$ cat config.mk
export PLATFORM = sky130hd
export DESIGN_NAME = issue_queue_gen
export DESIGN_NICKNAME = d
export VERILOG_FILES = /design/src/rtl/issue_queue_pkg.sv /design/src/rtl/issue_queue_entry.sv /design/src/rtl/issue_queue_gen.sv
export SDC_FILE = /design/constraint.sdc
export NUM_CORES = 1
export LEC_CHECK = 0
export ABC_AREA = 0
export BUFFER_PORTS_ARGS = -buffer_cell sky130_fd_sc_hd__buf_2
export CAP_MARGIN = 40
export CORE_AREA = 2 2 155 157
export DETAILED_ROUTE_END_ITERATION = 12
export DIE_AREA = 0 0 157 159
export GPL_ROUTABILITY_DRIVEN = 0
export GPL_TIMING_DRIVEN = 0
export PLACE_DENSITY = 0.77
export SLEW_MARGIN = 20
export SYNTH_ARGS = -nofsm -noshare
export SYNTH_HDL_FRONTEND = slang
export SYNTH_SLANG_ARGS = --single-unit
$ cat constraint.sdc
create_clock -name Clk -period 7.2 [get_ports Clk]
set_clock_uncertainty 0.15 [all_clocks]
set_input_delay 1.08 -clock Clk [delete_from_list [all_inputs] [get_ports Clk]]
set_output_delay 1.08 -clock Clk [all_outputs]
set_load 0.01 [all_outputs]
$ cat src/rtl/issue_queue_pkg.sv
// rtl/issue_queue_pkg.sv - default sizing and slot layout shared by the issue queue and its users
package issue_queue_pkg;

    localparam int DEF_DEPTH  = 4;
    localparam int DEF_DATA_W = 16;
    localparam int DEF_TAG_W  = 5;

    typedef struct packed {
        logic                  valid;
        logic [DEF_TAG_W-1:0]  rd_tag;
        logic [DEF_TAG_W-1:0]  rs_tag;
        logic [DEF_TAG_W-1:0]  rt_tag;
        logic [DEF_DATA_W-1:0] rs_data;
        logic [DEF_DATA_W-1:0] rt_data;
        logic                  rs_val;
        logic                  rt_val;
    } iq_entry_t;

endpackage

$ cat src/rtl/issue_queue_entry.sv
// rtl/issue_queue_entry.sv - one collapsing-queue slot; ISSUEQ_DISPATCH_BYPASS_EN adds dispatch-time CDB capture
module issue_queue_entry
    import issue_queue_pkg::*;
#(
    parameter int DATA_W = DEF_DATA_W,
    parameter int TAG_W  = DEF_TAG_W
) (
    input  logic              Clk,
    input  logic              Rst,
    input  logic              Flush,
    input  logic              Shift,
    input  logic              Load,
    input  logic              Up_Valid,
    input  logic              Up_Rs_Val,
    input  logic              Up_Rt_Val,
    input  logic [TAG_W-1:0]  Up_Rd_Tag,
    input  logic [TAG_W-1:0]  Up_Rs_Tag,
    input  logic [TAG_W-1:0]  Up_Rt_Tag,
    input  logic [DATA_W-1:0] Up_Rs_Data,
    input  logic [DATA_W-1:0] Up_Rt_Data,
    input  logic [TAG_W-1:0]  Disp_Rd_Tag,
    input  logic [TAG_W-1:0]  Disp_Rs_Tag,
    input  logic [TAG_W-1:0]  Disp_Rt_Tag,
    input  logic [DATA_W-1:0] Disp_Rs_Data,
    input  logic [DATA_W-1:0] Disp_Rt_Data,
    input  logic              Disp_Rs_Data_Val,
    input  logic              Disp_Rt_Data_Val,
    input  logic              CDB_Valid,
    input  logic [TAG_W-1:0]  CDB_Tag,
    input  logic [DATA_W-1:0] CDB_Data,
    output logic              Valid,
    output logic              Rs_Val,
    output logic              Rt_Val,
    output logic [TAG_W-1:0]  Rd_Tag,
    output logic [TAG_W-1:0]  Rs_Tag,
    output logic [TAG_W-1:0]  Rt_Tag,
    output logic [DATA_W-1:0] Rs_Data,
    output logic [DATA_W-1:0] Rt_Data
);

    logic              nxt_valid, nxt_rs_val, nxt_rt_val;
    logic [TAG_W-1:0]  nxt_rd_tag, nxt_rs_tag, nxt_rt_tag;
    logic [DATA_W-1:0] nxt_rs_data, nxt_rt_data;

    // Wakeup is applied to whichever contents land here, so a capture follows a shift.
    always_comb begin
        nxt_valid   = Shift ? Up_Valid   : Valid;
        nxt_rs_val  = Shift ? Up_Rs_Val  : Rs_Val;
        nxt_rt_val  = Shift ? Up_Rt_Val  : Rt_Val;
        nxt_rd_tag  = Shift ? Up_Rd_Tag  : Rd_Tag;
        nxt_rs_tag  = Shift ? Up_Rs_Tag  : Rs_Tag;
        nxt_rt_tag  = Shift ? Up_Rt_Tag  : Rt_Tag;
        nxt_rs_data = Shift ? Up_Rs_Data : Rs_Data;
        nxt_rt_data = Shift ? Up_Rt_Data : Rt_Data;

        if (nxt_valid && !nxt_rs_val && CDB_Valid && (CDB_Tag == nxt_rs_tag)) begin
            nxt_rs_val  = 1'b1;
            nxt_rs_data = CDB_Data;
        end
        if (nxt_valid && !nxt_rt_val && CDB_Valid && (CDB_Tag == nxt_rt_tag)) begin
            nxt_rt_val  = 1'b1;
            nxt_rt_data = CDB_Data;
        end

        if (Load) begin
            nxt_valid   = 1'b1;
            nxt_rd_tag  = Disp_Rd_Tag;
            nxt_rs_tag  = Disp_Rs_Tag;
            nxt_rt_tag  = Disp_Rt_Tag;
            nxt_rs_val  = Disp_Rs_Data_Val;
            nxt_rt_val  = Disp_Rt_Data_Val;
            nxt_rs_data = Disp_Rs_Data;
            nxt_rt_data = Disp_Rt_Data;
`ifdef ISSUEQ_DISPATCH_BYPASS_EN
            if (!Disp_Rs_Data_Val && CDB_Valid && (CDB_Tag == Disp_Rs_Tag)) begin
                nxt_rs_val  = 1'b1;
                nxt_rs_data = CDB_Data;
            end
            if (!Disp_Rt_Data_Val && CDB_Valid && (CDB_Tag == Disp_Rt_Tag)) begin
                nxt_rt_val  = 1'b1;
                nxt_rt_data = CDB_Data;
            end
`else
            // A broadcast coinciding with dispatch is not seen by the new entry.
`endif
        end
    end

    always_ff @(posedge Clk or posedge Rst) begin
        if (Rst) begin
            Valid   <= 1'b0;
            Rs_Val  <= 1'b0;
            Rt_Val  <= 1'b0;
            Rd_Tag  <= '0;
            Rs_Tag  <= '0;
            Rt_Tag  <= '0;
            Rs_Data <= '0;
            Rt_Data <= '0;
        end else if (Flush) begin
            Valid   <= 1'b0;
            Rs_Val  <= 1'b0;
            Rt_Val  <= 1'b0;
        end else begin
            Valid   <= nxt_valid;
            Rs_Val  <= nxt_rs_val;
            Rt_Val  <= nxt_rt_val;
            Rd_Tag  <= nxt_rd_tag;
            Rs_Tag  <= nxt_rs_tag;
            Rt_Tag  <= nxt_rt_tag;
            Rs_Data <= nxt_rs_data;
            Rt_Data <= nxt_rt_data;
        end
    end

endmodule

$ cat src/rtl/issue_queue_gen.sv
// rtl/issue_queue_gen.sv - collapsing in-order-priority issue queue; ISSUEQ_DISPATCH_BYPASS_EN selects dispatch bypass
module issue_queue_gen
    import issue_queue_pkg::*;
#(
    parameter int DEPTH  = DEF_DEPTH,
    parameter int DATA_W = DEF_DATA_W,
    parameter int TAG_W  = DEF_TAG_W
) (
    input  logic                       Clk,
    input  logic                       Rst,
    input  logic                       Dispatch_Enable,
    input  logic [TAG_W-1:0]           Dispatch_Rd_Tag,
    input  logic [TAG_W-1:0]           Dispatch_Rs_Tag,
    input  logic [TAG_W-1:0]           Dispatch_Rt_Tag,
    input  logic [DATA_W-1:0]          Dispatch_Rs_Data,
    input  logic [DATA_W-1:0]          Dispatch_Rt_Data,
    input  logic                       Dispatch_Rs_Data_Val,
    input  logic                       Dispatch_Rt_Data_Val,
    input  logic                       CDB_Valid,
    input  logic [TAG_W-1:0]           CDB_Tag,
    input  logic [DATA_W-1:0]          CDB_Data,
    input  logic                       Issueblk_Issue,
    input  logic                       RB_Flush_Valid,
    output logic                       IssueQue_Ready,
    output logic [DATA_W-1:0]          IssueQue_Rs_Data,
    output logic [DATA_W-1:0]          IssueQue_Rt_Data,
    output logic [TAG_W-1:0]           IssueQue_Rd_Tag,
    output logic                       IssueQue_Full,
    output logic [$clog2(DEPTH+1)-1:0] IssueQue_Count
);

    localparam int CNT_W = $clog2(DEPTH+1);
    localparam int SEL_W = $clog2(DEPTH);

    logic [DEPTH-1:0]  valid, rs_val, rt_val, ready, shift, load;
    logic [DEPTH-1:0]  up_valid, up_rs_val, up_rt_val;
    logic [TAG_W-1:0]  rd_tag [DEPTH];
    logic [TAG_W-1:0]  rs_tag [DEPTH];
    logic [TAG_W-1:0]  rt_tag [DEPTH];
    logic [TAG_W-1:0]  up_rd_tag [DEPTH];
    logic [TAG_W-1:0]  up_rs_tag [DEPTH];
    logic [TAG_W-1:0]  up_rt_tag [DEPTH];
    logic [DATA_W-1:0] rs_data [DEPTH];
    logic [DATA_W-1:0] rt_data [DEPTH];
    logic [DATA_W-1:0] up_rs_data [DEPTH];
    logic [DATA_W-1:0] up_rt_data [DEPTH];

    logic [SEL_W-1:0]  sel;
    logic              any_ready, issue, accept;
    logic [CNT_W-1:0]  count, wr_idx;

    assign ready = valid & rs_val & rt_val;

    // Scanning from the top leaves the lowest ready index in sel; 0 when none is ready.
    always_comb begin
        sel       = '0;
        any_ready = 1'b0;
        for (int i = DEPTH-1; i >= 0; i--) begin
            if (ready[i]) begin
                sel       = SEL_W'(i);
                any_ready = 1'b1;
            end
        end
    end

    assign issue  = Issueblk_Issue & any_ready;
    assign IssueQue_Full = (count == CNT_W'(DEPTH)) & ~issue;
    assign accept = Dispatch_Enable & ~IssueQue_Full;
    assign wr_idx = count - CNT_W'(issue);

    assign IssueQue_Ready   = any_ready;
    assign IssueQue_Rd_Tag  = rd_tag[sel];
    assign IssueQue_Rs_Data = rs_data[sel];
    assign IssueQue_Rt_Data = rt_data[sel];
    assign IssueQue_Count   = count;

    for (genvar g = 0; g < DEPTH; g++) begin : g_slot
        assign shift[g] = issue & (SEL_W'(g) >= sel);
        assign load[g]  = accept & (wr_idx == CNT_W'(g));

        if (g < DEPTH-1) begin : g_up
            assign up_valid[g]   = valid[g+1];
            assign up_rs_val[g]  = rs_val[g+1];
            assign up_rt_val[g]  = rt_val[g+1];
            assign up_rd_tag[g]  = rd_tag[g+1];
            assign up_rs_tag[g]  = rs_tag[g+1];
            assign up_rt_tag[g]  = rt_tag[g+1];
            assign up_rs_data[g] = rs_data[g+1];
            assign up_rt_data[g] = rt_data[g+1];
        end else begin : g_top
            assign up_valid[g]   = 1'b0;
            assign up_rs_val[g]  = 1'b0;
            assign up_rt_val[g]  = 1'b0;
            assign up_rd_tag[g]  = '0;
            assign up_rs_tag[g]  = '0;
            assign up_rt_tag[g]  = '0;
            assign up_rs_data[g] = '0;
            assign up_rt_data[g] = '0;
        end

        issue_queue_entry #(
            .DATA_W (DATA_W),
            .TAG_W  (TAG_W)
        ) u_entry (
            .Clk              (Clk),
            .Rst              (Rst),
            .Flush            (RB_Flush_Valid),
            .Shift            (shift[g]),
            .Load             (load[g]),
            .Up_Valid         (up_valid[g]),
            .Up_Rs_Val        (up_rs_val[g]),
            .Up_Rt_Val        (up_rt_val[g]),
            .Up_Rd_Tag        (up_rd_tag[g]),
            .Up_Rs_Tag        (up_rs_tag[g]),
            .Up_Rt_Tag        (up_rt_tag[g]),
            .Up_Rs_Data       (up_rs_data[g]),
            .Up_Rt_Data       (up_rt_data[g]),
            .Disp_Rd_Tag      (Dispatch_Rd_Tag),
            .Disp_Rs_Tag      (Dispatch_Rs_Tag),
            .Disp_Rt_Tag      (Dispatch_Rt_Tag),
            .Disp_Rs_Data     (Dispatch_Rs_Data),
            .Disp_Rt_Data     (Dispatch_Rt_Data),
            .Disp_Rs_Data_Val (Dispatch_Rs_Data_Val),
            .Disp_Rt_Data_Val (Dispatch_Rt_Data_Val),
            .CDB_Valid        (CDB_Valid),
            .CDB_Tag          (CDB_Tag),
            .CDB_Data         (CDB_Data),
            .Valid            (valid[g]),
            .Rs_Val           (rs_val[g]),
            .Rt_Val           (rt_val[g]),
            .Rd_Tag           (rd_tag[g]),
            .Rs_Tag           (rs_tag[g]),
            .Rt_Tag           (rt_tag[g]),
            .Rs_Data          (rs_data[g]),
            .Rt_Data          (rt_data[g])
        );
    end

    always_ff @(posedge Clk or posedge Rst) begin
        if (Rst) begin
            count <= '0;
        end else if (RB_Flush_Valid) begin
            count <= '0;
        end else begin
            count <= count + CNT_W'(accept) - CNT_W'(issue);
        end
    end

endmodule

; ---- After elaboration in Yosys (flattened, before gate mapping)
; Index checks and enable logic that the tools add are counted.
[op_classes]
addsub = 3
mul = 0
n_div = 0
order_cmp = 5
n_eq_ne = 12
shift = 0
mux = 109
bitwise_logic = 17
reduce_logical = 57
[op_table]
columns = operator, n
row1 = 16-bit 2-to-1 mux, 27
row2 = 5-bit 2-to-1 mux, 26
row3 = 16-bit binary-select mux with 2-bit select, 2
row4 = 1-bit 2-to-1 mux, 48
row5 = 5-bit equality test, 8
row6 = 1-bit logical AND, 24
row7 = 2-bit AND reduction, 12
row8 = 3-bit nonzero test, 8
row9 = 1-bit AND, 11
row10 = 5-bit binary-select mux with 2-bit select, 1
row11 = 4-bit AND, 2
row12 = 1-bit logical NOT, 8
row13 = 2-bit 2-to-1 mux, 4
row14 = 2-bit nonzero test, 4
row15 = "3-bit by 2-bit equality test with 1-bit output, second input constant", 2
row16 = 3-bit by 1-bit subtractor with 3-bit output, 2
row17 = "1-bit by 2-bit >= comparator with 1-bit output, first input constant", 2
row18 = "2-bit >= comparator, first input constant", 2
row19 = 3-bit by 1-bit adder with 3-bit output, 1
row20 = "3-bit by 1-bit equality test with 1-bit output, second input constant", 1
row21 = "3-bit equality test, second input constant", 1
row22 = "3-bit >= comparator, second input constant", 1
row23 = 3-bit logical NOT, 1
row24 = 3-bit 2-to-1 mux, 1
row25 = 2 further kinds, 4
[word_totals]
reg_bits = 203
latchBits = 0
ram_bits = 0
romBits = 0
input_bits = 76
output_inout_bits = 42
wordCells = 236
n_memories = 0

; ---- Depth between registers and ports, before layout
; Gate-level depths: netlist (run 1).
[logic_depth]
depth_word = 16
mapped_depth = 15
depth_no_buf = 13

; ---- Modules after synthesis
; A second synthesis (run 1) with hierarchy kept.
[unflattened]
hier_cells = 1434
area_unflattened_um2 = 13973.4
[by_module_without_submodules]
columns = module, instances, cells_per_inst, area_each_um2, seq_area_each_um2
row1 = issue_queue_entry, 4, 317, 3099.2, 1251.2
row2 = issue_queue_gen, 1, 166, 1576.5, 75.1

; ---- Worst setup path before layout (run 1)
; OpenSTA, ideal clock, no wires.
[synth_timing]
kind = input-to-reg
from = input Issueblk_Issue
to = register g_slot[0].u_entry.Rt_Data[0]
arrival_ps = 3263
path_slack_ps = 3664
stages = 14
cell_sequence = buf_6 > nand2_2 > inv_2 > ha_1 > ha_1 > xnor2_1 > and2_1 > o2111ai_1 > a21oi_2 > a31o_2 > and2_1 > buf_2 > buf_4 > a21oi_1
[synth_between]
elab_chain_cells = 9
word_cells_on_any_way = 21
cone_classes = add/sub: 1 / eq/ne: 1 / mux: 5 / bitwise: 7 / reduce/logical: 7
[synth_lines]
columns = item, line
row1 = start: declaration, issue_queue_gen.sv:22  ; input logic Issueblk_Issue,
row2 = 1-bit AND *, issue_queue_gen.sv:66  ; assign issue = Issueblk_Issue & any_ready;
row3 = branches (longest 8 deep; another with 3-bit by 1-bit subtractor with 3-bit output), n/a
row4 = end signal: assignment, issue_queue_entry.sv:111  ; Rt_Data <= nxt_rt_data;
row5 = end: declaration, issue_queue_entry.sv:38  ; output logic [DATA_W-1:0] Rt_Data
; Mark *: on every way between the ends.
; A chain may end at the register's enable or synchronous reset.

; ---- Worst setup path after layout (run 1)
[layout_timing]
from = register g_slot[2].u_entry.Rt_Val
to = output IssueQue_Rt_Data[0]
[layout_between]
elab_chain_cells = 8
[layout_lines]
columns = item, line
row1 = start: declaration, issue_queue_entry.sv:33  ; output logic Rt_Val,
row2 = start signal: assignment, issue_queue_entry.sv:106  ; Rt_Val <= nxt_rt_val;
row3 = 4-bit AND, issue_queue_gen.sv:52  ; assign ready = valid & rs_val & rt_val;
row4 = 2-bit 2-to-1 mux (3 in a row), issue_queue_gen.sv:59  ; if (ready[i]) begin
row5 = 2-bit NOT with 3-bit output (not written as such), issue_queue_gen.sv:74  ; assign IssueQue_Rt_Data = rt_data[sel];
row6 = 16-bit binary-select mux with 2-bit select, issue_queue_gen.sv:74
row7 = 16-bit 2-to-1 mux (not written as such) (2 in a row), issue_queue_gen.sv:74
row8 = end: declaration, issue_queue_gen.sv:26  ; output logic [DATA_W-1:0] IssueQue_Rt_Data,
; No other way between the ends. The select of a mux whose other input is x is not followed.

==> results of run 1 <==
cell usage in the layout (no fill, tap or decap), types with 5 or more instances in the layout:
cell type | Yosys | layout
a211oi_1 | 69 | 69
a211oi_2 | 23 | 23
a21o_1 | 50 | 50
a21oi_1 | 107 | 107
a22o_1 | 15 | 15
a22oi_1 | 17 | 17
a31oi_1 | 68 | 68
and2_1 | 45 | 45
buf_1 | 8 | 8
buf_2 | 36 | 136
buf_4 | 10 | 10
buf_6 | 8 | 8
bufinv_16 | 0 | 5
clkbuf_1 | 71 | 74
clkbuf_16 | 0 | 25
clkbuf_8 | 0 | 7
dfrtp_1 | 203 | 203
inv_1 | 13 | 12
mux2i_1 | 115 | 115
nand2_1 | 127 | 127
nand2b_1 | 17 | 17
nand3_1 | 26 | 26
nand4_1 | 7 | 7
nor2_1 | 140 | 140
nor3_1 | 6 | 6
nor4_1 | 5 | 5
o21ai_0 | 68 | 68
o22ai_1 | 33 | 33
or3_1 | 49 | 49
xnor2_1 | 13 | 13
xor2_1 | 9 | 9
routing by layer:
metal	GRT usage [%]	vias up	share of wire [%]
li1	-	5449	-
met1	47.42	5970	39
met2	51.63	878	44
met3	8.002	173	12
met4	18.97	2	5.3
met5	0	-	0.030
per-stage QoR:
step / setup slack, ps / TNS (ps) / utilization, % / total power, mW
2_1_floorplan: 430.9 / 0 / - / 3.232
3_3_place_gp: -2084 / -418810 / 58.16 / 3.743
3_5_place_dp: 2766 / 0 / 58.49 / 3.827
4_1_cts: 2524 / 0 / 62.39 / 5.221
5_1_grt: 2274 / 0 / 62.39 / 5.552
6_report: 2349 / 0 / 62.39 / 5.269
registers in the layout (all words and copies together), names as in the netlist:
name,count
g_slot.u_entry.Rs_Data,64
g_slot.u_entry.Rt_Data,64
g_slot.u_entry.Rd_Tag,20
g_slot.u_entry.Rs_Tag,20
g_slot.u_entry.Rt_Tag,20
g_slot.u_entry.Rs_Val,4
g_slot.u_entry.Rt_Val,4
g_slot.u_entry.Valid,4
IssueQue_Count,3
path summary, 6_finish.rpt:
path	start	end	slack, ps	depth (start not counted)
setup / recovery	g_slot[2].u_entry.Rt_Val$_DFF_PP0_	IssueQue_Rt_Data[0]	2350	10
hold / removal	Rst	g_slot[3].u_entry.Rs_Data[7]$_DFFE_PP0P_	330	2
setup reg to reg	g_slot[0].u_entry.Valid$_DFF_PP0_	g_slot[1].u_entry.Rt_Data[4]$_DFFE_PP0P_	2740	14
hold reg to reg	g_slot[0].u_entry.Rd_Tag[4]$_DFFE_PP0P_	g_slot[0].u_entry.Rd_Tag[4]$_DFFE_PP0P_	330	2
max in group asynchronous	Rst	IssueQue_Count[2]$_DFF_PP0_	5400	4
min in group Clk	g_slot[0].u_entry.Rd_Tag[4]$_DFFE_PP0P_	g_slot[0].u_entry.Rd_Tag[4]$_DFFE_PP0P_	330	2
cells by family (layout without fill, tap and decap cells):
| group | count (synthesis) | count (layout) |
|---|---|---|
| AOI/OAI and AO/OA | 486 | 486 |
| xor gates and xnor gates | 22 | 22 |
| adders and majority gates | 4 | 4 |
| buffers and inverters | 148 | 294 |
| DFF | 203 | 203 |
| muxes | 115 | 115 |
| and+or+nand+nor | 442 | 442 |
power by group through the flow:
stage | sequential [mW] | clock [mW] | combinational [mW]
after floorplan | 1.93 | 0 | 1.30
after global placement | 2.03 | 0 | 1.71
after detailed placement | 2.05 | 0 | 1.78
after CTS | 2.04 | 1.39 | 1.79
after global routing | 2.12 | 1.44 | 2.00
final | 2.06 | 1.39 | 1.81
area by class of cell:
type,instances,area (um2)
plain buffers,134,661.9
clock buffers,35,733.2
clock inverters,9,170.2
fillers,1929,8723
inverters,14,60.06
multi-input cells,1069,6809
flip-flops and latches,203,5080
well taps,319,399.1
repair buffers,102,555.5
==> flow_metrics.py, run 1 <==
metrics = {
    "yosys": {
        "yosysMostFrequentCell": "dfrtp_1",
        "synth_top_family_by_area": "compound AO/OA/AOI/OAI gates",
        "synth_compound_gate_area_share_pct": 26.22,
        "synth_xor_xnor_area_share_pct": 1.529,
        "yosysSeqAreaShare_pct": 40.31,
        "avgSynthCellArea_um2": 8.876,
        "yosys.area_share.simple_pct": 16.69,
        "syn_area_um2": 12600,
        "netlist_instances": 1420,
        "yosysTopAreaCell": "dfrtp_1",
        "synthTopCellsByArea": "dfrtp_1 40%, mux2i_1 9.1%, a21oi_1 4.2%",
        "synthArstFlopShare_pct": 100.0,
        "syn_nets": 1500,
        "synth_top_area_share_pct": 40.31,
        "synth_commonest_cells": "203 x dfrtp_1, 140 x nor2_1, 127 x nand2_1",
        "synthAdderAreaFrac_pct": 0.4567,
        "ys.flop_type": "dfrtp_1",
        "synth.distinct_cells": 65,
        "synth_edf_count": 0,
        "yosysWarnings": 0,
        "ys_seq_elements": 203,
        "synth.area.mux_share_pct": 9.133,
    },
    "floorplan": {
        "die-width_um": 157,
        "dieHeight_um": 159,
        "core_area_um2": 23190,
        "initial_core_util_pct": 54.34,
        "io_pins": 118,
        "dieArea_um2": 24960,
        "num_rows": 56,
    },
    "cts": {
        "insertion_delay_ps": 530,
        "numCtsBuffers": 24,
        "htree_num_levels": 1,
        "path_clk_slew_ps": 60,
        "clock-root-buffer": "clkbuf_16",
        "clockBufferDepth": 3,
        "cts.sinks": 203,
        "ctsResizeCount": 0,
        "ctsHoldBuffers": 0,
        "cts_setup_buffers": 0,
        "tritoncts": "yes",
    },
    "final_layout": {
        "fin_area_um2": 14470,
        "layout.nets": 1628,
        "antenna_cells": 0,
        "final_cells": 1885,
        "syn_to_final_growth_pct": 14.80,
        "drive_above_1_share_pct": 15.39,
    },
    "routing": {
        "ant_nets": 0,
        "route.detailed.drc": 0,
        "drt-initial-drc-count": 1469,
        "num_vias": 12470,
        "routed_wl_um": 43840,
        "first_pass_iters": 8,
        "drt-wirelength-per-cell_um": 23.26,
        "via_per_inst": 6.616,
    },
    "worst_setup_path": {
        "startpoint_type": "flop",
        "end_kind": "primary output",
        "required_ps": 5970,
        "critPathTopFamily": "buffers and inverters",
        "worstPathCellList": "nand3_1 > nand2b_1 > nand2_1 > nand2_1 > clkbuf_1 > clkbuf_1 > clkbuf_1 > nand2_1 > a31oi_1 > buf_2",
        "criticalPathCategory": "flop to primary output",
        "slowest_delay_ps": 550,
        "cp_max_fo": 10,
        "crit_path_top_delay_cell": "clkbuf_1",
        "crit_arrival_ps": 3620,
        "path_buf_inv": 4,
    },
    "global_route": {
        "grt.overflow.total": 0,
        "track_usage_pct": 34.89,
        "grt_max_degree": 96,
        "grt_pass1_wl_um": 68190,
        "grt_antenna_before_repair": 1,
        "grt_pass1_vias": 12370,
    },
    "pwr": {
        "clkPwrFrac_pct": 26.5,
        "powerDensity_nw_per_um2": 364.2,
        "p_sw_share_pct": 37.16,
        "intPower_mw": 3.311,
        "pwr-share-seq_pct": 39.1,
        "power_switching_mw": 1.958,
        "p_leak_nw": 6.658,
        "peakVddDrop_mv": 0.2229,
        "p_comb_share_pct": 34.4,
    },
    "hold_path": {
        "hp-class": "input port to asynchronous set/reset pin",
    },
    "placed_design": {
        "port_buffers": 97,
        "placed_cell_area_um2": 13570,
        "hpwlAfterDp_um": 30710,
        "place_inst": 1841,
    },
    "sta": {
        "setup_viol": 0,
        "maxSlewHeadroom_pct": 46.62,
        "hold_viol_final": 0,
        "worst_slew_pin_slew_ps": 798.0,
        "rsz0062_at_grt": "no",
        "finalCriticalPeriod_ps": 4851,
        "slew_violations": 0,
        "fin_crit_sh_pct": 67.38,
        "whs_ps": 325.2,
        "clock.fmax_mhz": 206.1,
    },
    "run": {
        "max_cap_violations": 0,
    },
    "status": {
        "outcome": "finished clean",
    },
}
No activity file was read; power rests on OpenSTA's default activity.
==> run 2: changes to the inputs <==
- CORE_AREA: 2 2 155 157 -> 2 2 147 149
- DIE_AREA: 0 0 157 159 -> 0 0 149 151
- PLACE_DENSITY: 0.77 -> 0.81
- clock period: 7.2 -> 4.9 ns (I/O delays scaled with it)
==> run 2 against run 1 <==
First-iteration DRC count up 9.6%. Worst setup slack worse by 1900 ps. Critical path depth up 4. Die area down 9.9%. Sequential cell count unchanged. Design area down 0.70%. Via count up 1.5%. Utilization up 6.6 points. Wire length down 0.46%. Sequential power up 48%. Highest routed layer is now met4. Critical path type is now flop to flop.
==> flow_metrics.py, run 2 (synthesis results as in run 1) <==
metrics = {
    "status": {
        "outcome": "finished clean",
    },
    "cts": {
        "insertion_delay_ps": 530,
        "htree_num_levels": 1,
        "cts_setup_buffers": 0,
        "numCtsBuffers": 23,
        "clock-root-buffer": "clkbuf_16",
        "path_clk_slew_ps": 60,
        "tritoncts": "yes",
        "ctsResizeCount": 0,
        "ctsHoldBuffers": 0,
        "cts.sinks": 203,
        "clockBufferDepth": 3,
    },
    "routing": {
        "routed_wl_um": 43640,
        "via_per_inst": 6.875,
        "route.detailed.drc": 0,
        "drt-initial-drc-count": 1610,
        "ant_nets": 0,
        "drt-wirelength-per-cell_um": 23.69,
        "num_vias": 12660,
        "first_pass_iters": 7,
    },
    "sta": {
        "fin_setup_tns_ps": 0,
        "finalCriticalPeriod_ps": 4487,
        "maxSlewHeadroom_pct": 41.52,
        "slew_violations": 0,
        "whs_ps": 114.5,
        "finalWorstSetupSlack_ps": 413.0,
        "clock.fmax_mhz": 222.9,
        "rsz0062_at_grt": "no",
        "worst_slew_pin_slew_ps": 874.2,
        "fin_crit_sh_pct": 91.57,
        "setup_viol": 0,
        "hold_viol_final": 0,
    },
    "final_layout": {
        "layout.nets": 1632,
        "syn_to_final_growth_pct": 14.00,
        "final_common_cell": "dfrtp_1",
        "drive_above_1_share_pct": 15.38,
        "layout_common_cells": "203 x dfrtp_1, 140 x nor2_1, 136 x buf_2",
        "reg_top3": "g_slot.u_entry.Rs_Data x64, g_slot.u_entry.Rt_Data x64",
        "post-route-util_pct": 69.00,
        "antenna_cells": 0,
        "fin_area_um2": 14370,
        "final_cells": 1842,
    },
    "worst_setup_path": {
        "criticalPathCategory": "flop to flop",
        "end_kind": "flop",
        "required_ps": 5200,
        "cp_max_fo": 10,
        "startpoint_type": "flop",
        "crit_arrival_ps": 4790,
        "rrSetupSlack_ps": 410,
    },
    "hold_path": {
        "hp-class": "input port to asynchronous set/reset pin",
    },
    "floorplan": {
        "dieHeight_um": 151,
        "io_pins": 118,
        "die-width_um": 149,
        "dieArea_um2": 22500,
        "core_area_um2": 20820,
        "num_rows": 53,
        "initial_core_util_pct": 60.53,
    },
    "run": {
        "max_cap_violations": 0,
    },
    "global_route": {
        "grt_antenna_before_repair": 0,
        "track_usage_pct": 38.78,
        "grt_max_degree": 34,
        "grt.overflow.total": 0,
        "grt_pass1_vias": 12200,
        "grt_pass1_wl_um": 67600,
    },
    "placed_design": {
        "place_inst": 1802,
        "pre_cts_slack_ps": 686.6,
        "port_buffers": 97,
        "placed_cell_area_um2": 13610,
        "hpwlAfterDp_um": 30760,
    },
    "pwr": {
        "p_leak_nw": 6.630,
        "peakVddDrop_mv": 0.3425,
        "powerDensity_nw_per_um2": 521.5,
        "power.total_mw": 7.492,
    },
}
## run 2: changes by cell type in the layout (fill, tap and decap cells not counted), sizes merged
cell,previous run,this run
clkbuf,106,103
clkinv,4,5
bufinv,5,2
clkinvlp,0,1
buf,165,170
## run 2: area by class of cell
type / instances / area, um2
buffer: 134 / 661.9
clock buffer: 32 / 659.4
clock inverter: 8 / 93.84
fill: 1614 / 6455
inverter: 14 / 56.30
multi-input combinational: 1069 / 6809
sequential: 203 / 5080
tap: 275 / 344.1
timing repair buffer: 107 / 663.1
## run 2: critical path: stages, from the launching register on
cell       delay (ps)
dfrtp_1           440
nand3_1           280
nand4_1           260
nand2_2           290
inv_2             160
ha_1              210
ha_1              180
xnor2_1           110
and2_1            250
o2111ai_2         320
a21oi_1           570
a31o_2            310
clkbuf_1          510
o21ai_0           190
a21oi_1           170
## run 2: power by group
part | switching, mW | total (mW) | internal [mW]
Sequential | 0.637 | 3.04 | 2.40
Clock | 0.722 | 1.76 | 1.04
Combinational | 1.51 | 2.69 | 1.18
## run 2: metal layers
layer | part of all wire (%) | up-vias | track usage (%)
met2 | 44 | 990 | 58.69
met4 | 4.7 | 0 | 18.86
li1 | - | 5450 | -
met1 | 37 | 6052 | 51.50
met3 | 14 | 172 | 10.99
met5 | 0 | - | 0
## run 2: worst paths after layout
path | startpoint | endpoint | depth (start not counted)
worst min register to register | g_slot[0].u_entry.Rd_Tag[4]$_DFFE_PP0P_ | g_slot[0].u_entry.Rd_Tag[4]$_DFFE_PP0P_ | 2
min in group Clk | g_slot[0].u_entry.Rd_Tag[4]$_DFFE_PP0P_ | g_slot[0].u_entry.Rd_Tag[4]$_DFFE_PP0P_ | 2
max in group asynchronous | Rst | IssueQue_Count[1]$_DFF_PP0_ | 5
worst max-delay path | g_slot[0].u_entry.Valid$_DFF_PP0_ | g_slot[1].u_entry.Rt_Data[3]$_DFFE_PP0P_ | 14
worst min-delay path | Rst | g_slot[3].u_entry.Rs_Data[6]$_DFFE_PP0P_ | 2
worst max register to register | g_slot[0].u_entry.Valid$_DFF_PP0_ | g_slot[1].u_entry.Rt_Data[3]$_DFFE_PP0P_ | 14
==> run 3: changes to the inputs <==
- ABC_AREA: 0 -> 1
- CORE_AREA: 2 2 147 149 -> 2 2 154 156
- DIE_AREA: 0 0 149 151 -> 0 0 156 158
- HOLD_SLACK_MARGIN: unset -> 0.15
- PLACE_DENSITY: 0.81 -> 0.8
==> run 3 against run 2 <==
Worst hold slack improved by 31 ps. Die area rose by 9.6%. Sequential power fell by 13%. Combinational power rose by 16%. Critical endpoint is now IssueQue_Rt_Data[7]. Highest routed layer is now met5.
==> flow_metrics.py, run 3 <==
metrics = {
    "worst_setup_path": {
        "critPathTopFamily": "buffers and inverters",
        "startpoint_type": "flop",
        "cp_max_fo": 10,
        "end_kind": "primary output",
        "crit_arrival_ps": 3810,
        "rrSetupSlack_ps": 420,
        "crit_path_top_delay_cell": "clkbuf_1",
        "criticalPathCategory": "flop to primary output",
        "slowest_delay_ps": 660,
        "timing.rr.start": "g_slot[2].u_entry.Rt_Val$_DFF_PP0_",
        "required_ps": 4010,
        "path_buf_inv": 6,
        "worstPathCellList": "nand2_1 > nor2_1 > nand2_1 > nand2_1 > nand2_2 > buf_2 > buf_2 > inv_2 > clkbuf_1 > clkbuf_1 > nor2_1 > o32ai_1 > buf_2",
        "crit_start": "g_slot[3].u_entry.Rt_Val$_DFF_PP0_",
    },
    "yosys": {
        "yosysMostFrequentCell": "nand2_1",
        "syn_nets": 2135,
        "syn_area_um2": 13750,
        "netlist_instances": 2055,
        "yosysWarnings": 0,
        "ys.flop_type": "dfrtp_1",
        "avgSynthCellArea_um2": 6.690,
        "yosysTopAreaCell": "dfrtp_1",
        "yosysSeqAreaShare_pct": 36.95,
        "synth.distinct_cells": 40,
        "synth_edf_count": 0,
        "ys_seq_elements": 203,
        "synth_commonest_cells": "628 x nand2_1, 346 x nand3_1, 203 x dfrtp_1",
        "synthArstFlopShare_pct": 100.0,
        "synthTopCellsByArea": "dfrtp_1 37%, nand2_1 17%, nand3_1 13%",
        "synth_top_area_share_pct": 36.95,
    },
    "final_layout": {
        "syn_to_final_growth_pct": 13.63,
        "reg_top3": "g_slot.u_entry.Rs_Data x64, g_slot.u_entry.Rt_Data x64",
        "drive_above_1_share_pct": 12.16,
        "layout.nets": 2282,
        "fin_area_um2": 15620,
        "layout_common_cells": "628 x nand2_1, 346 x nand3_1, 203 x dfrtp_1",
        "final_common_cell": "nand2_1",
    },
    "pwr": {
        "powerDensity_nw_per_um2": 487.2,
        "p_leak_nw": 7.711,
        "peakVddDrop_mv": 0.3211,
    },
    "routing": {
        "drt-wirelength-per-cell_um": 21.77,
        "routed_wl_um": 54660,
        "ant_nets": 0,
        "num_vias": 16300,
        "via_per_inst": 6.492,
        "route.detailed.drc": 0,
        "drt-initial-drc-count": 2733,
        "first_pass_iters": 9,
    },
    "cts": {
        "insertion_delay_ps": 550,
        "htree_num_levels": 1,
        "clock-root-buffer": "clkbuf_16",
        "ctsHoldBuffers": 0,
        "clockBufferDepth": 3,
        "numCtsBuffers": 25,
        "tritoncts": "yes",
        "path_clk_slew_ps": 70,
        "cts.sinks": 203,
        "ctsResizeCount": 0,
        "cts_setup_buffers": 0,
    },
    "sta": {
        "maxSlewHeadroom_pct": 39.96,
        "rsz0062_at_grt": "no",
        "fin_crit_sh_pct": 95.72,
        "whs_ps": 145.9,
        "worst_slew_pin_slew_ps": 900.6,
        "slew_violations": 0,
        "fin_setup_tns_ps": 0,
        "hold_viol_final": 0,
        "clock.fmax_mhz": 213.2,
        "setup_viol": 0,
        "finalCriticalPeriod_ps": 4690,
    },
    "placed_design": {
        "port_buffers": 112,
        "placed_cell_area_um2": 14820,
        "hpwlAfterDp_um": 40140,
    },
    "global_route": {
        "grt_pass1_vias": 15520,
        "grt.overflow.total": 0,
        "grt_antenna_before_repair": 1,
        "grt_max_degree": 34,
        "track_usage_pct": 44.00,
        "grt_pass1_wl_um": 83270,
    },
    "floorplan": {
        "die-width_um": 156,
        "dieArea_um2": 24650,
        "dieHeight_um": 158,
        "io_pins": 118,
        "num_rows": 56,
        "core_area_um2": 23050,
        "initial_core_util_pct": 59.63,
    },
    "hold_path": {
        "hp-class": "input port to asynchronous set/reset pin",
    },
    "run": {
        "max_cap_violations": 0,
    },
    "status": {
        "outcome": "finished clean",
    },
}
run 3: cell count changes in the layout (fill, tap and decap cells not counted), sizes merged, moves of 50 or more:
cell / change
a211oi: -92
inv: +85
nand2: +511
a21o: -50
o21ai: +75
nand3: +328
nor2: +71
mux2i: -115
run 3: final cells by class:
type	count	area, um2
diodes	1	2.502
plain buffers	138	621.8
clock buffers	39	748.2
clock inverters	6	37.54
fillers	2040	7431
inverters	103	390.4
multi-input cells	1611	7659
flip-flops and latches	203	5080
well taps	290	362.8
repair buffers	120	719.4
run 3: layer usage:
layer | vias up | GRT usage, % | wire (um)
met4 | 2 | 25.03 | 3874
met3 | 370 | 12.15 | 8652
met2 | 1389 | 67.78 | 22860
met5 | - | 0 | 13
met1 | 7353 | 56.03 | 19260
li1 | 7187 | - | -
run 3: worst paths after layout:
kind | to | depth (start not counted)
setup / recovery | IssueQue_Rt_Data[7] | 13
hold / removal | g_slot[3].u_entry.Rt_Tag[4]$_DFFE_PP0N_ | 2
setup reg to reg | g_slot[0].u_entry.Rs_Data[0]$_DFFE_PP0P_ | 20
hold reg to reg | g_slot[0].u_entry.Rs_Data[2]$_DFFE_PP0P_ | 2
max in group asynchronous | g_slot[1].u_entry.Rs_Data[2]$_DFFE_PP0P_ | 5
min in group Clk | g_slot[3].u_entry.Rt_Tag[4]$_DFFE_PP0N_ | 3
run 3: kinds of logic after synthesis:
family | after synthesis | share of synthesized area (%)
AO/OA/AOI/OAI | 320 | 13.63
buffers and inverters | 241 | 7.336
flip-flops | 203 | 36.95
AND/OR/NAND/NOR | 1279 | 41.15
adder cells (fa/ha/maj) | 4 | 0.4187
XOR/XNOR | 8 | 0.5097
run 3: metrics by stage:
stage	worst slack (ps)	std cells	power [mW]	util, %
3_5_place_dp	466.9	2464	5.644	64.30
6_report	209.8	2511	7.611	67.76
5_1_grt	65.90	2510	8.018	67.75
3_3_place_gp	37.97	2457	5.515	63.66
2_1_floorplan	1385	2055	4.682	-
4_1_cts	414.1	2509	7.452	67.71
run 3: report_power, final:
group          leakage [nW]  total [mW]  internal [mW]  switching (mW)
logic                  4.67        3.13           1.06            2.07
registers              2.65        2.65           2.25           0.406
clock network         0.391        1.82           1.04           0.779
